<file path="config.mk">
export PLATFORM = sky130hd
export DESIGN_NAME = deserializer_flat
export DESIGN_NICKNAME = d
export VERILOG_FILES = /design/src/rtl/deserializer_if.sv /design/src/rtl/deserializer.sv /design/src/flat_wrapper.sv
export SDC_FILE = /design/constraint.sdc
export NUM_CORES = 1
export LEC_CHECK = 0
export CORE_UTILIZATION = 30
export DETAILED_ROUTE_END_ITERATION = 10
export GPL_ROUTABILITY_DRIVEN = 0
export HOLD_SLACK_MARGIN = 0.1
export SLEW_MARGIN = 20
export SYNTH_ARGS = -nofsm -noshare
export SYNTH_HDL_FRONTEND = slang
export SYNTH_SLANG_ARGS = --single-unit
</file>
<file path="constraint.sdc">
create_clock -name clk -period 3.3 [get_ports clk]
set_input_delay 0.66 -clock clk [delete_from_list [all_inputs] [get_ports clk]]
set_output_delay 0.66 -clock clk [all_outputs]
set_load 0.02 [all_outputs]
</file>
<file path="src/rtl/deserializer_if.sv">
// Handshake/bus bundle for the deserializer: serial input side plus FIFO drain side.
interface deserializer_if #(
  parameter int N     = 8,
  parameter int DEPTH = 4
);
  logic                     in;
  logic                     in_valid;
  logic                     sync;
  logic [N-1:0]             out;
  logic                     out_valid;
  logic                     out_ready;
  logic [$clog2(DEPTH):0]   count;
  logic                     overflow;
  logic                     frame_err;
  logic                     clr_flags;

  modport master (
    output in, in_valid, sync, out_ready, clr_flags,
    input  out, out_valid, count, overflow, frame_err
  );

  modport slave (
    input  in, in_valid, sync, out_ready, clr_flags,
    output out, out_valid, count, overflow, frame_err
  );
endinterface

</file>
<file path="src/rtl/deserializer.sv">
// Serial-to-parallel receiver: LSB-first word assembly aligned on a sync marker,
// feeding a first-word-fall-through FIFO with sticky overflow / framing flags.
module deserializer #(
  parameter int N     = 8,
  parameter int DEPTH = 4
) (
  input  logic          clk,
  input  logic          reset,
  deserializer_if.slave bus
);
  localparam int AW = $clog2(DEPTH);
  localparam int CW = AW + 1;
  localparam int BW = $clog2(N);
  localparam logic [BW-1:0] LAST = BW'(N - 1);

  typedef enum logic {HUNT, ASSEMBLE} state_t;

  state_t         r_state;
  logic [BW-1:0]  r_bit_cnt;
  logic [N-1:0]   r_shift;
  logic [N-1:0]   r_mem [DEPTH];
  logic [AW-1:0]  r_wptr, r_rptr;
  logic [CW-1:0]  r_count;
  logic [N-1:0]   r_last;
  logic           r_ovf, r_ferr;

  logic           w_pop, w_resync, w_done, w_push, w_drop;
  logic [N-1:0]   w_word;

  assign w_pop    = (r_count != '0) && bus.out_ready;
  assign w_resync = bus.in_valid && (r_state == ASSEMBLE) && bus.sync && (r_bit_cnt != '0);
  assign w_done   = bus.in_valid && (r_state == ASSEMBLE) && !w_resync && (r_bit_cnt == LAST);
  assign w_word   = {bus.in, r_shift[N-2:0]};
  // A full FIFO still accepts the word when the head leaves on the same edge.
  assign w_push   = w_done && ((r_count < CW'(DEPTH)) || w_pop);
  assign w_drop   = w_done && !w_push;

  always_ff @(posedge clk or negedge reset) begin
    if (!reset) begin
      r_state   <= HUNT;
      r_bit_cnt <= '0;
      r_shift   <= '0;
    end else if (bus.in_valid) begin
      case (r_state)
        HUNT: begin
          if (bus.sync) begin
            r_shift[0] <= bus.in;
            r_bit_cnt  <= BW'(1);
            r_state    <= ASSEMBLE;
          end
        end
        ASSEMBLE: begin
          if (w_resync) begin
            r_shift[0] <= bus.in;
            r_bit_cnt  <= BW'(1);
          end else if (r_bit_cnt == LAST) begin
            r_bit_cnt <= '0;
          end else begin
            r_shift[r_bit_cnt] <= bus.in;
            r_bit_cnt          <= r_bit_cnt + BW'(1);
          end
        end
        default: r_state <= HUNT;
      endcase
    end
  end

  always_ff @(posedge clk) begin
    if (w_push) r_mem[r_wptr] <= w_word;
  end

  always_ff @(posedge clk or negedge reset) begin
    if (!reset) begin
      r_wptr  <= '0;
      r_rptr  <= '0;
      r_count <= '0;
      r_last  <= '0;
      r_ovf   <= 1'b0;
      r_ferr  <= 1'b0;
    end else begin
      if (w_push) r_wptr <= r_wptr + AW'(1);
      if (w_pop) begin
        r_rptr <= r_rptr + AW'(1);
        r_last <= r_mem[r_rptr];
      end
      case ({w_push, w_pop})
        2'b10:   r_count <= r_count + CW'(1);
        2'b01:   r_count <= r_count - CW'(1);
        default: r_count <= r_count;
      endcase
      r_ovf  <= (r_ovf  && !bus.clr_flags) || w_drop;
      r_ferr <= (r_ferr && !bus.clr_flags) || w_resync;
    end
  end

  // Empty FIFO keeps showing the most recently popped word.
  assign bus.out       = (r_count != '0) ? r_mem[r_rptr] : r_last;
  assign bus.out_valid = (r_count != '0);
  assign bus.count     = r_count;
  assign bus.overflow  = r_ovf;
  assign bus.frame_err = r_ferr;
endmodule

</file>
<file path="src/flat_wrapper.sv">
// flat-port wrapper written by rule: the top's interface ports become plain ports
module deserializer_flat 
#(
  parameter int N     = 8,
  parameter int DEPTH = 4
)
  (clk, reset, bus_in, bus_in_valid, bus_sync, bus_out_ready, bus_clr_flags, bus_out, bus_out_valid, bus_count, bus_overflow, bus_frame_err);
  deserializer_if #(.N(N), .DEPTH(DEPTH)) bus_i ();
  input  logic clk;
  input  logic reset;
  input wire logic [$bits(bus_i.in)-1:0] bus_in;
  input wire logic [$bits(bus_i.in_valid)-1:0] bus_in_valid;
  input wire logic [$bits(bus_i.sync)-1:0] bus_sync;
  input wire logic [$bits(bus_i.out_ready)-1:0] bus_out_ready;
  input wire logic [$bits(bus_i.clr_flags)-1:0] bus_clr_flags;
  output wire logic [$bits(bus_i.out)-1:0] bus_out;
  output wire logic [$bits(bus_i.out_valid)-1:0] bus_out_valid;
  output wire logic [$bits(bus_i.count)-1:0] bus_count;
  output wire logic [$bits(bus_i.overflow)-1:0] bus_overflow;
  output wire logic [$bits(bus_i.frame_err)-1:0] bus_frame_err;
  assign bus_i.in = bus_in;
  assign bus_i.in_valid = bus_in_valid;
  assign bus_i.sync = bus_sync;
  assign bus_i.out_ready = bus_out_ready;
  assign bus_i.clr_flags = bus_clr_flags;
  assign bus_out = bus_i.out;
  assign bus_out_valid = bus_i.out_valid;
  assign bus_count = bus_i.count;
  assign bus_overflow = bus_i.overflow;
  assign bus_frame_err = bus_i.frame_err;
  deserializer #(.N(N), .DEPTH(DEPTH)) u_core (.clk(clk), .reset(reset), .bus(bus_i));
endmodule
</file>
==> results.sh, run 1 <==
export IMPL_floorplan_row_count=33
export IMPL_mappedNetlistArea_um2=2620
export IMPL_avgSynthCellArea_um2=16.5
export IMPL_post_synth_num_cell_types=37
export IMPL_synth_warnings=0
export IMPL_max_slew_margin_vs_limit=0.730
export IMPL_core_area_um2=8340
export IMPL_dieArea_um2=9120
export IMPL_via_count=1393
export IMPL_r2r_cells=9
export IMPL_syn_to_final_growth_pct=21.4
export IMPL_via_count_of_the_first_global_routing_pass=1512
export IMPL_crit_arrival_ps=2250
export IMPL_final_setup_skew_ps=9.09
export IMPL_post_layout_total_power_mw=2.87
export IMPL_power_net_switching_mw=0.882
export IMPL_slew_viol_final=0
export IMPL_stdcell_count=300
export IMPL_synth_top_cell_area_share=0.366
export IMPL_timing_setup_tns_ps=0
export IMPL_hold_depth=1
export IMPL_netlist_instances=159
export IMPL_postLayoutCellArea_um2=3180
export IMPL_setup_slack_placement_ps=571
export IMPL_routed_wirelength_um=4430
export IMPL_share_of_power_burned_in_registers=0.404
export IMPL_vias_per_cell=4.64
export IMPL_worstSkewPairLatency_ps=330
export IMPL_cts_tree="yes"
export IMPL_share_of_cells_above_drive_strength_1=0.313
export IMPL_synth_seq_cells=60
export IMPL_clock_sinks=60
export IMPL_compound_gate_fraction_of_synth_area=0.0434
export IMPL_status="completed"
export IMPL_synth_xor_area_frac=0.0200
export IMPL_postPlaceCellArea_um2=2970
export IMPL_critical_path_endpoint_type="output port"
export IMPL_share_comb_of_total_power=0.347
export IMPL_die_width_um=95.5
export IMPL_die_h_um=95.5
export IMPL_cellInternalPower_mw=1.99
export IMPL_post_synth_top_count_cell="sky130_fd_sc_hd__edfxtp_1"
export IMPL_clock_tree_htree_level_count=3
export IMPL_finish_net_count=206
export IMPL_criticalPathCategory="register to output port"
export IMPL_switching_power_share_of_the_total=0.307
export IMPL_post_synth_most_frequent_cells="sky130_fd_sc_hd__edfxtp_1, sky130_fd_sc_hd__dfrtp_1, sky130_fd_sc_hd__mux2_2, sky130_fd_sc_hd__inv_1"
export IMPL_placed_cells_incl_taps=284
export IMPL_layout_setup_ws_ps=391
export IMPL_setup_violations_final=0
export IMPL_tritoncts_num_buffers=9
export IMPL_num_io_pins=21
export IMPL_antenna_violations_before_repair=0
export IMPL_dominantRegCellSynth="sky130_fd_sc_hd__edfxtp_1"
export IMPL_hold_viol_final=0
export IMPL_worstMarginPinSlew_ps=405
export IMPL_p_clk_frac=0.249
export IMPL_synth_mux_area_fraction=0.173
export IMPL_yosys_top_cells_area="sky130_fd_sc_hd__edfxtp_1, sky130_fd_sc_hd__dfrtp_1, sky130_fd_sc_hd__mux2_2"
export IMPL_worst_ep_required_time_ps=2640
export IMPL_grt_max_degree=29
export IMPL_antenna_left=0
export IMPL_power_per_cell_area_nw_per_um2=902
export IMPL_finalWorstPathRequiredPeriod_ps=2910
export IMPL_synth_top_family_by_area="multiplexers"
export IMPL_cts_hold_buffers=0
export IMPL_post_cts_resize_count=0
export IMPL_maxCapViolations=0
export IMPL_asyncSetResetFlopFracSynth=0.467
export IMPL_grt_ovfl_total=0
export IMPL_floorplan_initialDensity=0.315
export IMPL_synth_largest_area_cell="sky130_fd_sc_hd__edfxtp_1"
export IMPL_drt_iter0_drc=108
export IMPL_grt_resource_usage_total=0.115
export IMPL_synth_edff_count=32
export IMPL_ir_drop_uv=381
export IMPL_critical_path_peak_fanout=10
export IMPL_synth_fa_ha_area_frac=0.0458
export IMPL_min_delay_path_class="register to register"
export IMPL_postCtsSetupBuffers=0
export IMPL_drt_pass1_iterations=4
export IMPL_clockRootBuffer="sky130_fd_sc_hd__clkbuf_8"
export IMPL_global_route_wire_length_before_repair_um=7530
export IMPL_syn_nets=175
export IMPL_port_buffers=20
export IMPL_antenna_cells_inserted=0
export IMPL_drt_drc=0
export IMPL_final_min_period_over_clock_period=0.881
export IMPL_area_fraction_in_and_or_nand_and_nor_cells_after_synthesis=0.0634
export IMPL_dpl_hpwl_um=2960
export IMPL_yosysSeqAreaShare=0.633
export IMPL_worst_setup_hold_path_clk_slew_ps=70
export IMPL_worst_setup_path_start_kind="register"
export IMPL_wire_per_inst_um=14.8
export IMPL_maxClockFrequency_mhz=344
export IMPL_cell_leakage_power_nw=1.20
export IMPL_setup_repair_after_global_routing_missed_its_margin="no"
export IMPL_clock_tree_buffer_depth=2
cell families (layout without fill, tap and decap cells):
logic type / Yosys count / count (layout)
flip-flops: 60 / 60
adder cells (fa/ha/maj): 9 / 9
buffers and inverters: 14 / 50
AND/OR/NAND/NOR: 26 / 26
AO/OA/AOI/OAI: 12 / 12
multiplexers: 32 / 32
XOR/XNOR: 6 / 6
state kept, by name, indices dropped and copies added (netlist names), 2 cells and up:
register,count
u_core.bus.count,3
u_core.r_bit_cnt,3
u_core.r_last,8
u_core.r_mem,32
u_core.r_rptr,2
u_core.r_shift,7
u_core.r_wptr,2
through the flow:
| stage | hold slack, ps | utilization |
|---|---|---|
| after floorplan | 364 | - |
| after global placement | 485 | 0.356 |
| after detailed placement | 488 | 0.356 |
| after CTS | 504 | 0.382 |
| after global routing | 514 | 0.382 |
| final | 498 | 0.382 |
layout make-up:
cell class	instances	area (um2)
Fill cell	797	5160
Tap cell	105	131
Inverter	10	37.5
Multi-Input combinational cell	85	907
Clock inverter	5	75.1
Clock buffer	11	141
Sequential cell	60	1660
Timing Repair Buffer	24	230
routing by layer:
metal | vias up | global-route usage | part of all wire
li1 | 658 | - | -
met5 | - | 0 | 0
met2 | 28 | 0.185 | 0.48
met4 | 0 | 0.0373 | 0.0077
met3 | 5 | 0.0478 | 0.042
met1 | 702 | 0.140 | 0.47
placed cells by master (no fill, tap or decap), drive strengths merged, types with 2 or more instances in the layout:
cell type | synthesis | layout
dfrtp | 28 | 28
clkbuf | 2 | 11
edfxtp | 32 | 32
o21ai | 2 | 2
nand2 | 4 | 4
ha | 8 | 8
clkdlybuf4s50 | 0 | 20
inv | 10 | 10
nand4 | 3 | 3
xor2 | 3 | 3
and2 | 4 | 4
nor2b | 2 | 2
xnor2 | 3 | 3
mux2 | 24 | 24
a32o | 2 | 2
nand2b | 2 | 2
mux4 | 8 | 8
bufinv | 0 | 2
nor3 | 3 | 3
nor2 | 2 | 2
buf | 2 | 4
clkinv | 0 | 3
path summary, 6_finish.rpt:
kind	end	slack, ps	from
min	u_core.bus.frame_err	500	u_core.bus.frame_err
max	bus_out[5]	390	u_core.r_rptr[0]
min reg2reg	u_core.bus.frame_err	500	u_core.bus.frame_err
min in group asynchronous	u_core.r_last[3]	720	reset
max in group asynchronous	u_core.r_shift[6]	2290	reset
max reg2reg	u_core.bus.count[1]	840	u_core.r_bit_cnt[1]
power by group through the flow:
stage	combinational [mW]	sequential [mW]	clock (mW)
floorplan	0.689	1.14	0
global placement	0.999	1.17	0
global route	1.10	1.20	0.765
detailed placement	1.01	1.18	0
finish	0.998	1.16	0.714
CTS	1.02	1.17	0.731
worst max-delay path: stages, from the launching register on:
cell and delay (ps):
sky130_fd_sc_hd__dfrtp_1 330, sky130_fd_sc_hd__buf_4 220, sky130_fd_sc_hd__mux4_2 560, sky130_fd_sc_hd__mux2_2 280, sky130_fd_sc_hd__clkdlybuf4s50_1 530
Power figures use the tool's default switching activity.
==> run 2, diff against run 1 <==
--- a/config.mk
+++ b/config.mk
@@ -5,10 +5,13 @@
 export SDC_FILE = /design/constraint.sdc
 export NUM_CORES = 1
 export LEC_CHECK = 0
+export CAP_MARGIN = 20
 export CORE_UTILIZATION = 30
 export DETAILED_ROUTE_END_ITERATION = 10
 export GPL_ROUTABILITY_DRIVEN = 0
 export HOLD_SLACK_MARGIN = 0.1
+export RECOVER_POWER = 25
+export SETUP_SLACK_MARGIN = 0.1
 export SLEW_MARGIN = 20
 export SYNTH_ARGS = -nofsm -noshare
 export SYNTH_HDL_FRONTEND = slang
==> results.sh, run 2 (synthesis results as in run 1) <==
export IMPL_status="finished, violations left"
export IMPL_violations="max-capacitance violations, max-slew violations"
export IMPL_via_count=1392
export IMPL_postPlaceCellArea_um2=2970
export IMPL_stdcell_count=300
export IMPL_commonest_non_fill_non_tap_cell_in_the_layout="sky130_fd_sc_hd__edfxtp_1"
export IMPL_power_per_cell_area_nw_per_um2=903
export IMPL_clock_sinks=60
export IMPL_setup_slack_placement_ps=571
export IMPL_tritoncts_num_buffers=9
export IMPL_post_cts_resize_count=0
export IMPL_antenna_cells_inserted=0
export IMPL_core_area_um2=8340
export IMPL_largest_register_ffs=32
export IMPL_floorplan_initialDensity=0.315
export IMPL_max_flop_register="u_core.r_mem"
export IMPL_worstSetupStartpoint="u_core.r_rptr[0]"
export IMPL_cts_tree="yes"
export IMPL_via_count_of_the_first_global_routing_pass=1512
export IMPL_syn_to_final_growth_pct=21.2
export IMPL_grt_util_met2=0.185
export IMPL_share_of_cells_above_drive_strength_1=0.308
export IMPL_r2r_end="u_core.bus.count[1]"
export IMPL_critical_path_slowest_cell="sky130_fd_sc_hd__mux4_2"
export IMPL_routed_wirelength_um=4430
export IMPL_drt_drc=0
export IMPL_clock_tree_htree_level_count=3
export IMPL_setup_violations_final=0
export IMPL_antenna_violations_before_repair=0
export IMPL_grtUsageMet1=0.140
export IMPL_hold_viol_final=0
export IMPL_drt_iter0_drc=108
export IMPL_vias_per_cell=4.64
export IMPL_r2r_start="u_core.r_bit_cnt[1]"
export IMPL_setup_repair_after_global_routing_missed_its_margin="no"
export IMPL_critPathBufInv=2
export IMPL_placed_cells_incl_taps=284
export IMPL_postCtsSetupBuffers=0
export IMPL_clock_tree_buffer_depth=2
export IMPL_layout_cells_most_common_list="sky130_fd_sc_hd__edfxtp_1, sky130_fd_sc_hd__dfrtp_1, sky130_fd_sc_hd__mux2_2"
export IMPL_port_buffers=20
export IMPL_dieArea_um2=9120
export IMPL_wire_per_inst_um=14.8
export IMPL_num_io_pins=21
export IMPL_layout_setup_ws_ps=390
export IMPL_cell_leakage_power_nw=1.20
export IMPL_worstMarginPinSlew_ps=1620
export IMPL_finalWorstPathRequiredPeriod_ps=2910
export IMPL_worstPathCellList="buf_4 -> mux4_2 -> mux2_2 -> clkdlybuf4s50_1"
export IMPL_worstSkewPairLatency_ps=330
export IMPL_criticalPathCategory="register to output port"
export IMPL_dpl_hpwl_um=2960
export IMPL_worst_setup_path_start_kind="register"
export IMPL_critPathMaxStageDelay_ps=560
export IMPL_post_layout_total_power_mw=2.87
export IMPL_gr_max_usage_layer="met2"
export IMPL_timing_setup_tns_ps=0
export IMPL_grt_max_degree=29
export IMPL_r2r_cells=9
export IMPL_die_width_um=95.5
export IMPL_setup_reg_to_reg_worst_slack_ps=840
export IMPL_timing_hold_worst_start="u_core.bus.frame_err"
export IMPL_maxClockFrequency_mhz=344
export IMPL_worst_path_dominant_cell_family="multiplexers"
export IMPL_cts_hold_buffers=0
export IMPL_min_delay_path_class="register to register"
export IMPL_grt_resource_usage_total=0.115
export IMPL_critical_path_peak_fanout=10
export IMPL_critical_path_endpoint_type="output port"
export IMPL_slew_viol_final=29
export IMPL_floorplan_row_count=33
export IMPL_die_h_um=95.5
export IMPL_crit_arrival_ps=2250
export IMPL_global_route_wire_length_before_repair_um=7530
export IMPL_maxCapViolations=1
export IMPL_final_min_period_over_clock_period=0.882
export IMPL_postLayoutCoreUtil=0.381
export IMPL_worst_ep_required_time_ps=2640
export IMPL_finish_net_count=206
export IMPL_clockRootBuffer="sky130_fd_sc_hd__clkbuf_8"
export IMPL_hold_depth=1
export IMPL_postLayoutCellArea_um2=3180
export IMPL_antenna_left=0
export IMPL_drt_pass1_iterations=4
export IMPL_grt_ovfl_total=0
export IMPL_worst_hold_slack_ps=498
export IMPL_holdPathEnd="u_core.bus.frame_err"
export IMPL_final_setup_skew_ps=9.09
export IMPL_ir_drop_uv=381
export IMPL_max_slew_margin_vs_limit=-0.0819
export IMPL_met3_usage=0.0478
export IMPL_worst_setup_hold_path_clk_slew_ps=70
export IMPL_biggestRegsByFlops="u_core.r_mem x32, u_core.r_last x8, u_core.r_shift x7"
## run 2: changes by cell type in the layout (fill, tap and decap cells not counted), sizes merged
cell and change:
buf -1, clkbuf +1, clkdlybuf4s50 -1, dlygate4sd3 +1
## run 2: worst max path at each step
| stage | depth (start not counted) | endpoint |
|---|---|---|
| 2_1_floorplan | 11 | u_core.bus.count[2] |
| 3_3_place_gp | 10 | u_core.bus.count[2] |
| 3_5_place_dp | 8 | u_core.bus.count[1] |
| 4_1_cts | 4 | bus_out[7] |
| 5_1_grt | 3 | bus_out[3] |
| 6_report | 4 | bus_out[5] |
## run 2: routing by layer
metal  vias up  routed length (um)
li1        658                   -
met1       703                2070
met2        26                2140
met3         5                 184
met4         0                  34
met5         -                   0
## run 2: report_power, final
part | switching (mW) | total (mW) | internal (mW)
Sequential | 0.164 | 1.16 | 0.997
Combinational | 0.446 | 0.997 | 0.551
Clock | 0.272 | 0.714 | 0.442
## run 2: worst reg2reg max path, cell delays in order (launching register included)
cell,delay (ps)
sky130_fd_sc_hd__dfrtp_1,480
sky130_fd_sc_hd__ha_1,200
sky130_fd_sc_hd__ha_1,290
sky130_fd_sc_hd__inv_1,140
sky130_fd_sc_hd__a2111oi_4,340
sky130_fd_sc_hd__inv_1,80
sky130_fd_sc_hd__ha_1,230
sky130_fd_sc_hd__inv_1,70
sky130_fd_sc_hd__fa_1,400
sky130_fd_sc_hd__o21ai_0,160
## run 2: final cells by class
cell class / instances / area [um2]
clock buffers: 11 / 141
clock inverters: 5 / 75.1
repair buffers: 24 / 226
flip-flops and latches: 60 / 1660
well taps: 105 / 131
inverters: 10 / 37.5
multi-input cells: 85 / 907
fillers: 799 / 5160
